--- src/rtl/branch_pkg.sv ---
// Shared types and constants for the branch resolve stage.
// Latency: n/a (package only). Backpressure: n/a.
package branch_pkg;

    typedef enum logic {
        IDLE   = 1'b0,
        SQUASH = 1'b1
    } state_t;

    localparam int SQUASH_CYCLES_DEF = 2;
    localparam int CNT_W             = 3;

endpackage

--- src/rtl/squash_counter.sv ---
// Squash window counter: load, decrement when enabled, flags the last count.
// Latency: 1 cycle load/decrement. Backpressure: decrement gated by i_dec.
module squash_counter
    import branch_pkg::*;
(
    input  logic             i_clk,
    input  logic             i_rst,
    input  logic             i_load,
    input  logic [CNT_W-1:0] i_load_val,
    input  logic             i_dec,
    output logic [CNT_W-1:0] o_count,
    output logic             o_last
);

    logic [CNT_W-1:0] r_count;

    always_ff @(posedge i_clk) begin
        if (i_rst) begin
            r_count <= '0;
        end else if (i_load) begin
            r_count <= i_load_val;
        end else if (i_dec && (r_count != '0)) begin
            r_count <= r_count - 1'b1;
        end
    end

    // The next decrement takes the counter to zero.
    assign o_last  = (r_count == CNT_W'(1));
    assign o_count = r_count;

endmodule

--- src/rtl/branch_resolve_stage.sv ---
// Resolves BEQ/BNE at end of EX, registers into EX/MEM, redirects fetch, squashes wrong path.
// Latency 1 cycle; i_stall freezes all state, i_flush inserts a bubble.
// Optional BRANCH_STATS_EN adds o_branchCount/o_takenCount.
module branch_resolve_stage
    import branch_pkg::*;
#(
    parameter int SQUASH_CYCLES = SQUASH_CYCLES_DEF
) (
    input  logic        i_clk,
    input  logic        i_rst,
    input  logic        i_stall,
    input  logic        i_flush,
    input  logic        i_exValid,
    input  logic [31:0] i_pcPlus4,
    input  logic [31:0] i_shiftedOffset,
    input  logic        i_aluZero,
    input  logic        i_isBeq,
    input  logic        i_isBne,
    output logic        o_memValid,
    output logic [31:0] o_branchTarget,
    output logic        o_branchTaken,
    output logic        o_redirect,
    output logic        o_squash
`ifdef BRANCH_STATS_EN
    ,
    output logic [31:0] o_branchCount,
    output logic [31:0] o_takenCount
`endif
);

    localparam logic             SQ_EN   = (SQUASH_CYCLES > 0);
    localparam logic [CNT_W-1:0] SQ_LOAD = CNT_W'(SQUASH_CYCLES);

    state_t           r_state;
    logic             r_squash;
    logic             r_memValid;
    logic             r_branchTaken;
    logic [31:0]      r_branchTarget;

    logic [31:0]      w_target;
    logic             w_taken;
    logic             w_killed;
    logic             w_capture;
    logic             w_new_taken;
    logic             w_load;
    logic             w_dec;
    logic [CNT_W-1:0] w_count;
    logic             w_last;

    assign w_target    = i_pcPlus4 + i_shiftedOffset;
    assign w_taken     = i_exValid & ((i_isBeq & i_aluZero) | (~i_isBeq & i_isBne & ~i_aluZero));
    assign w_killed    = (r_state == SQUASH);
    assign w_capture   = ~i_rst & ~i_flush & ~i_stall;
    assign w_new_taken = w_capture & w_taken & ~w_killed;
    assign w_load      = w_new_taken & SQ_EN;
    assign w_dec       = ~i_stall & w_killed;

    squash_counter u_squash_counter (
        .i_clk      (i_clk),
        .i_rst      (i_rst),
        .i_load     (w_load),
        .i_load_val (SQ_LOAD),
        .i_dec      (w_dec),
        .o_count    (w_count),
        .o_last     (w_last)
    );

    always_ff @(posedge i_clk) begin
        if (i_rst) begin
            r_memValid     <= 1'b0;
            r_branchTaken  <= 1'b0;
            r_branchTarget <= '0;
        end else if (i_flush) begin
            r_memValid     <= 1'b0;
            r_branchTaken  <= 1'b0;
        end else if (!i_stall) begin
            r_memValid     <= i_exValid & ~w_killed;
            r_branchTaken  <= w_taken & ~w_killed;
            r_branchTarget <= w_target;
        end
    end

    // Wrong-path branches inside the window never reload the counter.
    always_ff @(posedge i_clk) begin
        if (i_rst) begin
            r_state  <= IDLE;
            r_squash <= 1'b0;
        end else if (!i_stall) begin
            case (r_state)
                IDLE: begin
                    if (w_load) begin
                        r_state  <= SQUASH;
                        r_squash <= 1'b1;
                    end
                end
                SQUASH: begin
                    if (w_last || (w_count == '0)) begin
                        r_state  <= IDLE;
                        r_squash <= 1'b0;
                    end
                end
                default: begin
                    r_state  <= IDLE;
                    r_squash <= 1'b0;
                end
            endcase
        end
    end

    assign o_memValid     = r_memValid;
    assign o_branchTaken  = r_branchTaken;
    assign o_branchTarget = r_branchTarget;
    assign o_redirect     = r_memValid & r_branchTaken;
    assign o_squash       = r_squash;

`ifdef BRANCH_STATS_EN
    logic [31:0] r_branchCount;
    logic [31:0] r_takenCount;
    logic        w_new_branch;

    assign w_new_branch = w_capture & i_exValid & (i_isBeq | i_isBne) & ~w_killed;

    always_ff @(posedge i_clk) begin
        if (i_rst) begin
            r_branchCount <= '0;
            r_takenCount  <= '0;
        end else begin
            if (w_new_branch) r_branchCount <= r_branchCount + 32'd1;
            if (w_new_taken)  r_takenCount  <= r_takenCount + 32'd1;
        end
    end

    assign o_branchCount = r_branchCount;
    assign o_takenCount  = r_takenCount;
`endif

endmodule

--- config.mk ---
export PLATFORM = sky130hd
export DESIGN_NAME = branch_resolve_stage
export DESIGN_NICKNAME = d
export VERILOG_FILES = /design/src/rtl/branch_pkg.sv /design/src/rtl/squash_counter.sv /design/src/rtl/branch_resolve_stage.sv
export SDC_FILE = /design/constraint.sdc
export NUM_CORES = 1
export LEC_CHECK = 0
export ABC_AREA = 1
export ABC_CLOCK_PERIOD_IN_PS = 1450
export BUFFER_PORTS_ARGS = -buffer_cell sky130_fd_sc_hd__buf_2
export CORE_ASPECT_RATIO = 1.2
export CORE_MARGIN = 2
export CORE_UTILIZATION = 49
export CTS_CLUSTER_SIZE = 16
export DETAILED_ROUTE_END_ITERATION = 8
export PLACE_DENSITY = 0.79
export SLEW_MARGIN = 20
export SYNTH_ARGS = -nofsm -noshare
export SYNTH_HDL_FRONTEND = slang
export SYNTH_HIERARCHICAL = 1
export SYNTH_SLANG_ARGS = --single-unit
--- constraint.sdc ---
create_clock -name i_clk -period 1.45 [get_ports i_clk]
set_clock_uncertainty 0.05 [all_clocks]
set_input_delay 0.0725 -clock i_clk [delete_from_list [all_inputs] [get_ports i_clk]]
set_output_delay 0.0725 -clock i_clk [all_outputs]
set_load 0.02 [all_outputs]
==> After elaboration in Yosys (flattened, before gate mapping) <==
Cells that the tools add are included.
{ "totals": {"register_bits": 39, "word_cells": 48, "output_inout_bits": 36, "input_bits": 72} }
{ "classes": {"n_bitwise": 19, "n_addsub": 2, "n_reduce_logical": 9, "n_eq_ne": 3, "n_mux": 8} }
{ "ops": {"columns": ["operator", "count"], "rows": [
  ["32-bit adder", 1],
  ["1-bit AND", 12],
  ["1-bit inverter", 6],
  ["1-bit 2-to-1 mux", 4],
  ["2-bit 2-to-1 mux", 2],
  ["2-bit by 1-bit != test with 1-bit output (second input constant)", 2],
  ["1-bit case mux with 2 select lines", 2],
  ["2-bit OR reduction", 2],
  ["3-bit by 1-bit equality test with 1-bit output (second input constant)", 1],
  ["3-bit logical NOT", 1],
  ["3-bit AND reduction", 1],
  ["3-bit nonzero test", 1],
  ["3-bit by 1-bit subtractor with 3-bit output (second input constant)", 1],
  ["2-bit AND reduction", 1],
  ["2-bit nonzero test", 1],
  ["1-bit logical AND", 1],
  ["1-bit logical OR", 1],
  ["1-bit OR", 1]
]} }

==> Depth between registers and ports, before layout <==
Gate-level depths: netlist (run 1).
{ "logic_depth": {"word_depth": 9, "depth_mapped": 15} }

==> By module <==
The synthesis (run 1) kept the hierarchy.
{ "modules_own_cells": {"columns": ["module", "cells_per_inst", "n_inst", "area_each_um2"], "rows": [
  ["branch_resolve_stage", 691, 1, 3784.9],
  ["squash_counter", 34, 1, 231.5]
]} }

==> Worst setup path before layout (run 1) <==
OpenSTA, ideal clock, no wires.
{ "synth_path": {"path_type": "input-to-reg", "startpoint": "input port i_pcPlus4[0]", "endpoint": "register r_branchTarget[24] (netlist: o_branchTarget[24])", "setup_time_ps": 109, "t_required_ps": 1291, "setup_slack_ps": -127, "t_arrival_ps": 1418, "stages": 12, "path_cell_list": "ha_1 -> fa_1 -> nand3_1 -> nand3_1 -> nand2_1 -> nand2_1 -> nand2_1 -> nand3_1 -> nand2_1 -> nand3_1 -> nand2_1 -> inv_1"} }
{ "synth_via": {"elab_chain_len": 1} }
{ "synth_rtl": {"columns": ["item", "line", "text"], "rows": [
  ["from (decl)", "branch_resolve_stage.sv:14", "input logic [31:0] i_pcPlus4,"],
  ["32-bit adder", "branch_resolve_stage.sv:50", "assign w_target = i_pcPlus4 + i_shiftedOffset;"],
  ["to (signal assigned)", "branch_resolve_stage.sv:79", "r_branchTarget <= w_target;"],
  ["to (decl)", "branch_resolve_stage.sv:38", "logic [31:0] r_branchTarget;"]
]} }
No other way between the ends.
A chain may end at the register's enable or synchronous reset.

==> Worst setup path in the final report (run 1) <==
{ "layout_path": {"startpoint": "register u_squash_counter.r_count[1] (netlist: u_squash_counter/o_count[1])", "endpoint": "register r_squash (netlist: o_squash)"} }
{ "layout_via": {"elab_chain_len": 4, "elab_cells_between_ends": 5, "classes_between": "2 x eq/ne; 3 x reduce/logical"} }
{ "layout_rtl": {"columns": ["item", "line", "text"], "rows": [
  ["from (decl)", "squash_counter.sv:15", "logic [CNT_W-1:0] r_count;"],
  ["from (signal assigned)", "squash_counter.sv:21", "r_count <= i_load_val;"],
  ["from (signal assigned)", "squash_counter.sv:23", "r_count <= r_count - 1'b1;"],
  ["3-bit by 1-bit equality test with 1-bit output", "squash_counter.sv:28", "assign o_last = (r_count == CNT_W'(1));"],
  ["named net w_last", "branch_resolve_stage.sv:48", "logic w_last;"],
  ["1-bit logical OR", "branch_resolve_stage.sv:97", "if (w_last || (w_count == '0)) begin"],
  ["2-bit by 1-bit != test with 1-bit output (no source line)", null, null],
  ["3-bit AND reduction (no source line)", null, null],
  ["to (signal assigned)", "branch_resolve_stage.sv:93", "r_squash <= 1'b1;"],
  ["to (signal assigned)", "branch_resolve_stage.sv:99", "r_squash <= 1'b0;"],
  ["to (signal assigned)", "branch_resolve_stage.sv:104", "r_squash <= 1'b0;"],
  ["to (decl)", "branch_resolve_stage.sv:35", "logic r_squash;"]
]} }
The timed path passes the listed nets, and every way through them passes these cells.

==> results.json, run 1 <==
{
  "cts_root_buf": "clkbuf_8",
  "path_clk_slew_ns": 0.07,
  "overflow": 0,
  "ys_seq_area_frac": 0.194,
  "antenna_cells": 0,
  "reg2reg_from": "u_squash_counter/o_count[1]",
  "crit_start": "u_squash_counter/o_count[1]",
  "fin_hold_ws_ns": 0.0408,
  "hold_class": "input port to register",
  "hold_violations": 0,
  "leakagePower_nw": 3.27,
  "synthCells": 725,
  "core_area_um2": 8060,
  "maxCapViolCount": 0,
  "syn_area_per_cell_um2": 5.54,
  "die_area_um2": 8940,
  "routed_wirelength_um": 12300,
  "avgViaCountPerCell": 4.97,
  "crit_family": "simple AND/OR/NAND/NOR gates",
  "rsz0062_at_grt": "true",
  "final_core_util": 0.672,
  "fp-row-count": 36,
  "synth_edf_count": 0,
  "ys_types": 28,
  "final_common_cell": "nand2_1",
  "outcome": "complete, no violations",
  "htreeDepth": 2,
  "path_buf_inv": 2,
  "crit_chain": "inv_1 -> ha_1 -> inv_1 -> nor2_1 -> nor3_1 -> nor2_1 -> o211a_1",
  "crit_required_ns": 1.59,
  "antenna_found_initial": 0,
  "setup_violations": 0,
  "finalMaxSlewViolations": 0,
  "powerDensity_nw_per_um2": 720,
  "max_stage_delay_ns": 0.36,
  "die-width_um": 86.6,
  "insertion_delay_ns": 0.29,
  "io_pins": 108,
  "worstSetupStartpointType": "register",
  "timing.fmax_mhz": 705,
  "synth_flop_cell": "dfxtp_1",
  "max-clock-path-buffers": 2,
  "cp.arrival_ns": 1.55,
  "slowest_stage": "dfxtp_1",
  "endpoint_kind": "register",
  "period_share": 0.978,
  "globalplace.congestion": 0.933,
  "drtAntennaViolNets": 0,
  "vias": 4828,
  "finalSetupTns_ns": 0,
  "grt_pass1_vias": 4530,
  "synth.cell_area_um2": 4020,
  "dr.pass1.iters": 5,
  "io_buffers": 107,
  "power_mw": 3.90,
  "drt_iter0_drc": 213,
  "start_util": 0.498,
  "grt_pass1_wl_um": 19200,
  "fin_crit_ns": 1.42,
  "clock-sinks": 39,
  "grt_max_degree": 51,
  "worstSetupPathType": "register to register",
  "areaGrowthSynthToFinish_pct": 35.0,
  "r2r_setup_slack_ns": 0.03,
  "cts_tree": "built",
  "drive_gt1_frac": 0.280,
  "ys_ff_latch": 39,
  "wl_per_cell_um": 12.7,
  "mostFrequentLayoutCells": "nand2_1 (218), inv_1 (144), buf_2 (107), nor2_1 (93), buf_4 (42)",
  "nets": 982,
  "ys_async_sr_fraction": 0,
  "grt_usage": 0.268,
  "chipHeight_um": 103,
  "ys_warn_count": 6,
  "dpl.hpwl_um": 10000,
  "hp-start": "i_flush",
  "cts-buffers-inserted": 5,
  "critPathMaxFanout": 3,
  "fill_cells": 735,
  "peakVddDrop_mv": 0.464,
  "drcViolationCount": 0
}
## cell type report
cell class | instances | area, um2 | area share
Multi-Input combinational cell | 531 | 2970 | 0.548
Timing Repair Buffer | 151 | 881 | 0.163
Sequential cell | 39 | 781 | 0.144
Inverter | 147 | 552 | 0.102
Tap cell | 95 | 119 | 0.0219
Clock buffer | 6 | 82.6 | 0.0152
Clock inverter | 2 | 35.0 | 0.00646
## worst register-to-register path: stages, from the launching register on
cell and delay (ns):
dfxtp_1 0.36, inv_1 0.09, ha_1 0.19, inv_1 0.05, nor2_1 0.03, nor3_1 0.27
nor2_1 0.09, o211a_1 0.21
## registers in the layout, indices dropped and copies added, names as in the netlist
name	cells
o_squash	1
u_squash_counter/o_count	3
o_branchTarget	32
r_state	1
o_memValid	1
o_branchTaken	1
## cell families (layout without fill, tap and decap cells)
logic type                 Yosys count  in the layout  synth area share
AOI/OAI and AO/OA                   63             63            0.0857
buffers and inverters              156            306             0.147
DFF                                 39             39             0.194
xor gates and xnor gates            15             15            0.0327
adders and majority gates           35             35             0.111
other                                2              3           0.00187
and+or+nand+nor                    415            415             0.428
## path summary, 6_finish.rpt
kind,cells after the start,end
setup / recovery,7,o_squash
hold / removal,3,o_memValid
setup reg to reg,7,o_squash
hold reg to reg,2,o_branchTaken
## power breakdown
group | switching [mW] | total, mW | internal, mW | leakage (nW)
combinational | 1.04 | 1.76 | 0.721 | 2.89
clock | 0.399 | 0.956 | 0.557 | 0.0612
sequential | 0.0419 | 1.19 | 1.14 | 0.321
total | 1.48 | 3.90 | 2.42 | 3.27
## metrics by stage
| stage | area (um2) | instances | setup slack (ns) |
|---|---|---|---|
| floorplan | 4050 | 726 | 0.0326 |
| global placement | 4990 | 961 | -0.250 |
| detailed placement | 4990 | 961 | -0.290 |
| CTS | 5110 | 969 | 0.0222 |
| global route | 5420 | 971 | -0.0490 |
| finish | 5420 | 971 | 0.0314 |
## synth_stat cells, types with 3 or more instances
library cell    n  area (um2)
nand2_1       231         867
inv_1         144         541
nor2_1        105         394
nand3_1        44         220
dfxtp_1        39         781
ha_1           34         425
a21oi_1        31         155
o21ai_0        24         120
nand2_2        13        81.3
xor2_1         13         114
nor2_2          7        43.8
clkbuf_1        6        22.5
nand4_1         4        25.0
buf_2           3        15.0
inv_2           3        11.3
nand3_2         3        30.0
nor3_1          3        15.0
o21bai_1        3        22.5
## metal layers
layer | global-route usage | up-vias | part of all wire
li1 | - | 2479 | -
met1 | 0.272 | 2161 | 0.38
met2 | 0.531 | 154 | 0.54
met3 | 0.0294 | 34 | 0.039
met4 | 0.142 | 0 | 0.046
met5 | 0 | - | 0
## repair_timing
item,4_1_cts,5_1_grt
buffers inserted,0,1
gates resized for setup,0,63
endpoints found under the setup margin,0,23
hold buffers,0,1
endpoints found under the hold margin,0,1
Power figures use the tool's default switching activity.
==> inputs of run 2 (changes only) <==
--- a/config.mk
+++ b/config.mk
@@ -8,9 +8,11 @@
 export ABC_AREA = 1
 export ABC_CLOCK_PERIOD_IN_PS = 1450
 export BUFFER_PORTS_ARGS = -buffer_cell sky130_fd_sc_hd__buf_2
+export CELL_PAD_IN_SITES_DETAIL_PLACEMENT = 1
+export CELL_PAD_IN_SITES_GLOBAL_PLACEMENT = 1
 export CORE_ASPECT_RATIO = 1.2
 export CORE_MARGIN = 2
-export CORE_UTILIZATION = 49
+export CORE_UTILIZATION = 32
 export CTS_CLUSTER_SIZE = 16
 export DETAILED_ROUTE_END_ITERATION = 8
 export PLACE_DENSITY = 0.79
==> results.json, run 2 (synthesis gave the netlist of run 1 again) <==
{
  "outcome": "complete, no violations",
  "io_buffers": 107,
  "mostFrequentLayoutCells": "nand2_1 (209), inv_1 (144), buf_2 (105), nor2_1 (90), buf_4 (59)",
  "dr.pass1.iters": 4,
  "p_seq_frac": 0.270,
  "worstSetupPathType": "input port to register",
  "fin_ws_ns": 0.0820,
  "fp-row-count": 44,
  "dp_cells": 1041,
  "final_common_cell": "nand2_1",
  "overflow": 0,
  "swShare": 0.366,
  "wl_met3_um": 386,
  "routed_wirelength_um": 14900,
  "rsz0062_at_grt": "true",
  "peakVddDrop_mv": 0.537,
  "start_util": 0.330,
  "power_frac_clock": 0.295,
  "htreeDepth": 2,
  "critPathMaxFanout": 4,
  "grt_pass1_vias": 5013,
  "m1WireLength_um": 5850,
  "power.internal_mw": 2.79,
  "maxCapViolCount": 0,
  "multi_input_area_um2": 3090,
  "grt_usage": 0.210,
  "worstSetupStartpointType": "input port",
  "wl_met2_um": 8340,
  "wl_per_cell_um": 14.1,
  "grt_pass1_wl_um": 22800,
  "cts-buffers-inserted": 5,
  "post-place-ws_ns": -0.321,
  "areaGrowthSynthToFinish_pct": 44.1,
  "seqCellArea_um2": 781,
  "hold_violations": 0,
  "cts_root_buf": "clkbuf_16",
  "crit_top_cell": "nand2_2",
  "setup_violations": 0,
  "core_area_um2": 12200,
  "chipHeight_um": 127,
  "grt_max_degree": 30,
  "dpl.hpwl_um": 12000,
  "combPwrFrac": 0.435,
  "drive_gt1_frac": 0.319,
  "crit_chain": "buf_6 -> ha_4 -> fa_2 -> nand3_2 -> nand3_4 -> nand2_2 -> nand2_2 -> nand2_2 -> nand3_2 -> nand2_1 -> nand3_1 -> nand2_1 -> inv_1",
  "timing.fmax_mhz": 731,
  "clock-sinks": 39,
  "r2r_end": "o_squash",
  "io_pins": 108,
  "crit_path_end": "o_branchTarget[24]",
  "die_area_um2": 13500,
  "path_clk_slew_ns": 0.06,
  "drcViolationCount": 0,
  "cp.arrival_ns": 1.50,
  "fin_hold_ws_ns": 0.0277,
  "vias": 4917,
  "reg2reg_from": "u_squash_counter/o_count[1]",
  "nets": 997,
  "r2r_setup_slack_ns": 0.15,
  "power_mw": 4.41,
  "fin_cells": 1052,
  "insertion_delay_ns": 0.28,
  "p_sw_mw": 1.61,
  "drtAntennaViolNets": 0,
  "hold_class": "input port to register",
  "rr_worst_depth": 7,
  "fill_cells": 1707,
  "highest_layer": "met4",
  "slowest_stage": "fa_2",
  "finalMaxSlewViolations": 0,
  "endpoint_kind": "register",
  "drt_iter0_drc": 113,
  "leakagePower_nw": 3.37,
  "antenna_found_initial": 0,
  "max_stage_delay_ns": 0.41,
  "fin_crit_ns": 1.37,
  "largest_register_ffs": 32,
  "die-width_um": 106,
  "cts_tree": "built",
  "max-clock-path-buffers": 2,
  "antenna_cells": 0,
  "powerDensity_nw_per_um2": 762,
  "globalplace.congestion": 0.839,
  "avgViaCountPerCell": 4.67,
  "period_share": 0.943,
  "crit_required_ns": 1.58,
  "crit_start": "i_shiftedOffset[0]"
}
==> run 2: cell count changes in the layout (fill, tap and decap cells not counted), sizes merged <==
cell	delta
buf	+16
dlygate4sd3	-1
==> run 2: worst min-delay path by stage <==
stage	startpoint	end	slack, ns	cells past startpoint
2_1_floorplan	i_rst	u_squash_counter/o_count[0]	0.09	1
3_3_place_gp	i_exValid	o_memValid	0.31	3
3_5_place_dp	i_exValid	o_memValid	0.32	3
4_1_cts	i_exValid	o_memValid	0.03	3
5_1_grt	i_exValid	o_memValid	0.05	3
6_report	i_exValid	o_memValid	0.03	3
==> run 2: worst max-delay path: cells and delay by family <==
| family | cells | cell delay, ns |
|---|---|---|
| buffers and inverters | 2 | 0.14 |
| and+or+nand+nor | 9 | 0.70 |
| adders and majority gates | 2 | 0.57 |
==> run 2: cell type report <==
cell class                      count  share of cell area
Timing Repair Buffer              166               0.171
Sequential cell                    39               0.135
Clock inverter                      2             0.00605
Clock buffer                        6              0.0240
Multi-Input combinational cell    531               0.534
Inverter                          147              0.0954
Tap cell                          161              0.0348
==> run 2: power by group through the flow <==
stage                     combinational (mW)  sequential [mW]  clock, mW
after CTS                               1.72             1.19       1.32
final                                   1.92             1.19       1.30
after floorplan                        0.906             1.29          0
after detailed placement                1.69             1.22          0
after global placement                  1.65             1.21          0
after global routing                    2.12             1.20       1.38
==> run 2: timing repair <==
item                       in CTS  in global routing
pin swaps                       1                 16
setup endpoints to repair      10                 26
setup buffers                   1                  2
hold buffers                    0                  0
gates resized for setup         6                 90
==> run 2: layer usage <==
| layer | vias up | GRT usage |
|---|---|---|
| met1 | 2297 | 0.222 |
| met4 | 0 | 0.0495 |
| met2 | 87 | 0.431 |
| met5 | - | 0 |
| li1 | 2514 | - |
| met3 | 19 | 0.0221 |
==> run 2: metrics by stage <==
step | TNS (ns) | util | cell area (um2)
after floorplan | 0 | - | 4050
after global placement | -5.81 | 0.425 | 5170
after detailed placement | -7.05 | 0.425 | 5170
after CTS | 0 | 0.443 | 5380
after global routing | -0.0893 | 0.476 | 5790
final | 0 | 0.476 | 5790
==> inputs of run 3 (changes only) <==
--- a/config.mk
+++ b/config.mk
@@ -5,17 +5,17 @@
 export SDC_FILE = /design/constraint.sdc
 export NUM_CORES = 1
 export LEC_CHECK = 0
-export ABC_AREA = 1
-export ABC_CLOCK_PERIOD_IN_PS = 1450
+export ABC_CLOCK_PERIOD_IN_PS = 1600
 export BUFFER_PORTS_ARGS = -buffer_cell sky130_fd_sc_hd__buf_2
 export CELL_PAD_IN_SITES_DETAIL_PLACEMENT = 1
 export CELL_PAD_IN_SITES_GLOBAL_PLACEMENT = 1
 export CORE_ASPECT_RATIO = 1.2
 export CORE_MARGIN = 2
-export CORE_UTILIZATION = 32
+export CORE_UTILIZATION = 39
 export CTS_CLUSTER_SIZE = 16
 export DETAILED_ROUTE_END_ITERATION = 8
-export PLACE_DENSITY = 0.79
+export PLACE_DENSITY = 0.87
+export RECOVER_POWER = 100
 export SLEW_MARGIN = 20
 export SYNTH_ARGS = -nofsm -noshare
 export SYNTH_HDL_FRONTEND = slang
==> constraint.sdc (replaced) <==
create_clock -name i_clk -period 1.6 [get_ports i_clk]
set_clock_uncertainty 0.05 [all_clocks]
set_input_delay 0.08 -clock i_clk [delete_from_list [all_inputs] [get_ports i_clk]]
set_output_delay 0.08 -clock i_clk [all_outputs]
set_load 0.02 [all_outputs]
==> results.json, run 3 <==
{
  "avgViaCountPerCell": 6.60,
  "post-place-ws_ns": -0.914,
  "max_stage_delay_ns": 0.34,
  "yosys-top-cells-area": "dfxtp_1 (25%), ha_1 (13%), a21oi_1 (8.7%)",
  "timing.fmax_mhz": 434,
  "io_pins": 108,
  "chipHeight_um": 103,
  "largest_register_ffs": 32,
  "drcViolationCount": 1,
  "period_share": 1.44,
  "outcome": "finished with violations",
  "drtAntennaViolNets": 0,
  "fin_cells": 698,
  "ys_warn_count": 6,
  "insertion_delay_ns": 0.34,
  "worst_pin_slew_ns": 0.637,
  "worstSetupPathType": "input port to register",
  "maxCapViolCount": 0,
  "die-width_um": 86.5,
  "peakVddDrop_mv": 0.664,
  "synth.top_cell.area_share": 0.245,
  "synthCells": 398,
  "setup_violations": 24,
  "final_core_util": 0.642,
  "crit_chain": "buf_6 -> ha_4 -> fa_2 -> a21o_1 -> a31o_4 -> nand4_1 -> a21o_1 -> buf_6 -> a211oi_4 -> o21ai_2 -> a21o_1 -> a31o_2",
  "clock-sinks": 39,
  "finalMaxSlewViolations": 0,
  "violations": "design-rule violations, negative hold slack, negative setup slack",
  "cp.arrival_ns": 2.49,
  "max-clock-path-buffers": 2,
  "grt_pass1_vias": 4702,
  "die_area_um2": 8900,
  "antenna_found_initial": 0,
  "powerDensity_nw_per_um2": 730,
  "dp_cells": 673,
  "start_util": 0.397,
  "ys_async_sr_fraction": 0,
  "overflow": 0,
  "ys_types": 58,
  "vias": 4608,
  "r2r_setup_slack_ns": 0.01,
  "worstSetupStartpointType": "input port",
  "cts_tree": "built",
  "io_buffers": 107,
  "rsz0062_at_grt": "true",
  "syn_area_per_cell_um2": 7.99,
  "synth.cell_area_um2": 3180,
  "ys_ff_latch": 39,
  "routed_wirelength_um": 19400,
  "wl_per_cell_um": 27.8,
  "ys_seq_area_frac": 0.245,
  "ctsHoldBuffers": 0,
  "fin_crit_ns": 2.30,
  "fin_hold_ws_ns": -0.0129,
  "grt_max_degree": 49,
  "slowest_stage": "a211oi_4",
  "final_common_cell": "buf_4",
  "cts_root_buf": "clkbuf_8",
  "synth_common_cells": "a21oi_1 (55), nand2_1 (53), dfxtp_1 (39), ha_1 (34), nor2_1 (23)",
  "core_area_um2": 8020,
  "max_slew_margin": 0.575,
  "leakagePower_nw": 2.27,
  "areaGrowthSynthToFinish_pct": 61.7,
  "path_clk_slew_ns": 0.09,
  "synth_edf_count": 0,
  "yosysTopAreaCell": "dfxtp_1",
  "grt_pass1_wl_um": 24400,
  "drive_gt1_frac": 0.431,
  "cts-buffers-inserted": 5,
  "crit_top_cell": "a21o_1",
  "htreeDepth": 2,
  "synth_most_common_cell": "a21oi_1",
  "crit_required_ns": 1.78,
  "dr.pass1.iters": 7,
  "mostFrequentLayoutCells": "buf_4 (91), buf_2 (62), nand2_1 (51), a21oi_1 (40), dfxtp_1 (39)",
  "critPathMaxFanout": 3,
  "dpl.hpwl_um": 9740,
  "drt_iter0_drc": 444,
  "nets": 709,
  "hold_class": "input port to register",
  "dpl-instance-area_um2": 4550,
  "fp-row-count": 36,
  "endpoint_kind": "register",
  "fin_area_um2": 5150,
  "fin_ws_ns": -0.705,
  "hold_violations": 1,
  "grt_usage": 0.354,
  "globalplace.congestion": 0.883,
  "antenna_cells": 0,
  "synth_flop_cell": "dfxtp_1"
}
run 3: cell types whose count changed after synthesis, sizes merged, moves of 16 or more:
cell,previous run,this run
nand2,246,53
inv,147,12
nor2,112,23
nand3,47,8
a21oi,33,55
a21o,1,17
run 3: logic make-up (layout without fill, tap and decap cells):
| family | count (synthesis) | count (layout) | synth area share |
|---|---|---|---|
| AOI/OAI and AO/OA | 135 | 135 | 0.301 |
| DFF | 39 | 39 | 0.245 |
| other | 2 | 3 | 0.00236 |
| buffers and inverters | 28 | 232 | 0.0334 |
| and+or+nand+nor | 136 | 136 | 0.215 |
| adders and majority gates | 35 | 35 | 0.140 |
| xor gates and xnor gates | 23 | 23 | 0.0633 |
run 3: routing by layer:
layer,global-route usage,vias up,share of wire
met1,0.378,2189,0.36
met2,0.622,384,0.47
met4,0.256,0,0.092
met5,0,-,0
met3,0.0649,169,0.083
li1,-,1866,-
run 3: what timing repair did:
action	in CTS	in global routing
gates resized for setup	50	45
hold endpoints to repair	0	0
cloned	0	0
endpoints found under the setup margin	23	28
buffers inserted	9	13
pin swaps	47	57
run 3: per-stage QoR:
stage,setup TNS (ns),power [mW],hold WS [ns]
after global routing,-12.64,3.83,0.00450
after floorplan,-7.20,1.87,0.109
after global placement,-13.33,2.42,0.327
after CTS,-6.80,3.37,0.0168
final,-11.14,3.76,-0.0129
after detailed placement,-15.92,2.51,0.340
run 3: report_power, final:
group          internal, mW  switching [mW]  leakage (nW)  total (mW)
Combinational         0.816            1.07          1.91        1.88
Clock                 0.305           0.485        0.0402       0.790
Sequential             1.04          0.0495         0.319        1.09
Total                  2.16            1.60          2.27        3.76
run 3: final cells by class:
class / instances / area, um2
clock buffer: 5 / 68.8
clock inverter: 3 / 20.0
fill: 984 / 2870
inverter: 12 / 45.0
multi-input combinational: 332 / 2740
sequential: 39 / 781
tap: 95 / 119
timing repair buffer: 212 / 1380
run 3: path summary, 6_finish.rpt:
kind	from	end	depth (start not counted)
hold / removal	i_flush	o_memValid	3
setup / recovery	i_pcPlus4[0]	o_branchTarget[28]	12
setup reg to reg	r_state	r_state	7
hold reg to reg	o_branchTarget[23]	o_branchTarget[23]	2
run 3: worst max-delay path, delay by kind of cell:
kind	cells	cell delay (ns)
compound gates	7	1.55
fa+ha+maj	2	0.40
simple gates	1	0.24
buf+inv	2	0.22
